`config.mk`:
```
export PLATFORM = sky130hd
export DESIGN_NAME = add32_reg
export DESIGN_NICKNAME = d
export VERILOG_FILES = /design/src/rtl/add32_reg.sv
export SDC_FILE = /design/constraint.sdc
export NUM_CORES = 1
export LEC_CHECK = 0
export BUFFER_PORTS_ARGS = -buffer_cell sky130_fd_sc_hd__buf_2
export CAP_MARGIN = 20
export CORE_ASPECT_RATIO = 0.75
export CORE_MARGIN = 2
export CORE_UTILIZATION = 41
export CTS_CLUSTER_DIAMETER = 200
export DETAILED_ROUTE_END_ITERATION = 6
export HOLD_SLACK_MARGIN = 0.03
export PLACE_DENSITY = 0.79
export SLEW_MARGIN = 5
export SYNTH_ARGS = -nofsm -noshare
export SYNTH_HDL_FRONTEND = slang
export SYNTH_SLANG_ARGS = --single-unit
```
`constraint.sdc`:
```
create_clock -name clk -period 16.3 [get_ports clk]
set_input_delay 3.26 -clock clk [delete_from_list [all_inputs] [get_ports clk]]
set_output_delay 3.26 -clock clk [all_outputs]
set_load 0.02 [all_outputs]
```
`src/rtl/add32_reg.sv`:
```
// add32_reg: N-bit ripple-carry adder with carry-in/carry-out and registered outputs.
// Latency: 1 clock from operand sample to s/c_out/out_valid.
// Backpressure: none; accepts one operation per cycle, out_valid is a single-cycle qualifier.
module add32_reg #(
  parameter int N = 32
) (
  input  logic         clk,
  input  logic         rst,
  input  logic         in_valid,
  input  logic [N-1:0] a,
  input  logic [N-1:0] b,
  input  logic         c_in,
  output logic [N-1:0] s,
  output logic         c_out,
  output logic         out_valid
);

  // Carry chain: carry[i] enters bit i, carry[N] is the carry out of the MSB.
  logic [N:0]   carry;
  logic [N-1:0] sum;

  assign carry[0] = c_in;

  // One full adder per bit, rippling the carry from LSB to MSB.
  for (genvar i = 0; i < N; i++) begin : g_fa
    assign sum[i]     = a[i] ^ b[i] ^ carry[i];
    assign carry[i+1] = (a[i] & b[i]) | (a[i] & carry[i]) | (b[i] & carry[i]);
  end

  logic [N-1:0] s_q, s_d;
  logic         c_q, c_d;
  logic         v_q, v_d;

  // Next state: capture on valid input, otherwise hold the result and drop out_valid.
  always_comb begin
    s_d = s_q;
    c_d = c_q;
    v_d = 1'b0;
    if (in_valid) begin
      s_d = sum;
      c_d = carry[N];
      v_d = 1'b1;
    end
  end

  // Output register; synchronous active-low reset overrides any capture at that edge.
  always_ff @(posedge clk) begin
    if (!rst) begin
      s_q <= '0;
      c_q <= 1'b0;
      v_q <= 1'b0;
    end else begin
      s_q <= s_d;
      c_q <= c_d;
      v_q <= v_d;
    end
  end

  assign s         = s_q;
  assign c_out     = c_q;
  assign out_valid = v_q;

endmodule

```
==> results.yml <==
timing:
  min_period_ns: 15.86
  rsz0062_at_grt: "false"
  clock.fmax_mhz: 63.06
  finClkSkew_ns: 0
  holdWs_ns: 0.4797
  worst_pin_slew_ns: 0.9937
  setup_violations: 0
  timing.slew.headroom: 0.3375
  finalCritPeriodShare: 0.9729
  drv_slew: 0
  finalHoldViolations: 0
yosys:
  synth_cell_types: 12
  syn-instance-count: 147
  synth_seq_cells: 34
  synth_area_sq_um: 1961
  synth_fp_nets: 247
  yosysWarnings: 0
  yosysSeqAreaShare: 0.3472
  avgSynthCellArea_sq_um: 13.34
power:
  p_int_uw: 156.1
  total_power_uw: 223.8
  power_switching_share: 0.3025
  power.leakage_uw: 0.001294
  p_sw_uw: 67.70
  worst_ir_drop_vdd_mv: 0.04465
  pwr-share-clk: 0.263
  seq_power_share: 0.432
  power.density_nw_per_um2: 87.59
  combinationalPowerShare: 0.305
cells_and_area:
  final_cell_mix: "buf_2 (101), dfxtp_1 (34), mux2i_1 (30), nor2b_1 (30), fa_1 (27)"
  final_common_cell: "buf_2"
  utilization: 0.5653
  fill_cells: 410
  layout-drive-gt1-share: 0.4534
  fin_area_sq_um: 2555
  antennaDiodeCount: 0
  fin_cells: 304
  area_growth_syn_to_layout_pct: 30.31
  layout.nets: 348
floorplanning:
  coreArea_sq_um: 4519
  ioPinCount: 102
  rows: 21
  die-area_sq_um: 5357
  die_h_um: 63.89
  start_util: 0.4338
  die_x_um: 83.85
cts:
  hold_buffers: 0
  ctsRootBufferMaster: "clkbuf_8"
  clk-insertion-delay-late_ns: 0.27
  htreeDepth: 2
  clockBufferDepth: 2
  clk_pin_slew_worst_paths_ns: 0.07
  cts_resized: 0
  cts_tree: "built"
  numClockSinks: 34
  cts_buffers: 5
  cts_setup_buffers: 0
detailed_routing:
  antenna_left: 0
  wl_per_cell_um: 12.91
  drt_iter0_drc: 15
  post-route-drc-count: 0
  drt_wl_total_um: 3925
  vias: 1367
  dr.pass1.iters: 3
  via_per_inst: 4.497
worst_setup_path:
  cp-end-kind: "flip-flop"
  worstSetupStartpointType: "primary input"
  worstPathArrival_ns: 16.07
  worst_path_max_delay_cell: "fa_1"
  critPathMaxFanout: 1
  max_stage_delay_ns: 0.42
  crit_path_frequent_cell: "fa_1"
  cp.required_ns: 16.52
  criticalPathCategory: "in -> reg"
grt:
  grt_overflow: 0
  grt_max_degree: 38
  grt_first_pass_wirelength_um: 6520
  grt_pass1_vias: 1426
  grt_usage: 0.1546
  antenna_found_initial: 0
worst_hold_path:
  worstHoldPathType: "reg -> reg"
run:
  cap_viol_max_count: 0
placement:
  place_inst: 298
  port_buffers: 101
  place.gp.congestion: 0.7309
  place_hpwl_um: 3211
  placed_cell_area_sq_um: 2460
outcome:
  status: "completed"
-- per-stage QoR --
step,setup slack [ns],TNS [ns]
2_1_floorplan,0.7209,0
6_report,0.4424,0
3_5_place_dp,-0.1250,-0.1250
4_1_cts,0.1388,0
5_1_grt,0.009727,0
3_3_place_gp,0.1223,0
-- routing by layer --
metal,vias to the layer above,part of all wire,wire [um],track usage
met5,-,0,0,0
met4,0,0.0046,18,0.04234
met3,2,0.072,284,0.04910
met2,53,0.50,1972,0.2650
met1,648,0.42,1649,0.1898
li1,664,-,-,-
-- registers in the layout, summed over array words and instances (netlist names) --
signal and cells:
s 32, out_valid 1, c_out 1
-- logic make-up after synthesis --
group | Yosys count | share of synthesized area
simple gates | 34 | 0.1047
flops | 34 | 0.3472
fa+ha+maj | 32 | 0.3267
mux | 30 | 0.1532
buf+inv | 14 | 0.05297
compound gates | 3 | 0.01532
-- cells in the mapped netlist (all sizes together) --
master  count  area, sq um
inv         7        26.28
and2        1        6.260
dfxtp      34        680.7
nor2b      30        187.7
buf         4        66.31
o211a       3        30.03
mux2i      30        300.3
fa         32        640.6
clkbuf      3        11.26
nand2       3        11.26
-- final cells by class --
cell class	instances	area, sq um	area share
multi-input cells	99	1189	0.4652
clock buffers	6	82.58	0.03232
well taps	57	71.32	0.02791
inverters	7	26.28	0.01028
repair buffers	101	505.5	0.1978
flip-flops and latches	34	680.7	0.2664
-- worst max-delay path, delay by kind of cell --
| family | cells | cell delay [ns] |
|---|---|---|
| and+or+nand+nor | 1 | 0.08 |
| adders and majority gates | 32 | 12.27 |
| AOI/OAI and AO/OA | 1 | 0.16 |
| buffers and inverters | 4 | 0.29 |
-- final timing paths --
kind                            startpoint  endpoint  cells past startpoint  slack, ns
worst max-delay path                  a[0]     s[31]                     38       0.44
worst min-delay path                  s[0]      s[0]                      1       0.48
worst max register to register        s[9]      s[9]                      2      15.64
worst min register to register        s[0]      s[0]                      1       0.48
-- power by group through the flow --
stage          Sequential, uW  Clock (uW)  Combinational [uW]
3_3_place_gp             98.0           0                66.5
5_1_grt                  97.6        64.9                77.1
2_1_floorplan             110           0                31.1
3_5_place_dp             98.4           0                68.8
6_report                 96.6        58.9                68.2
4_1_cts                  96.7        61.2                69.2
Power figures use the tool's default switching activity.
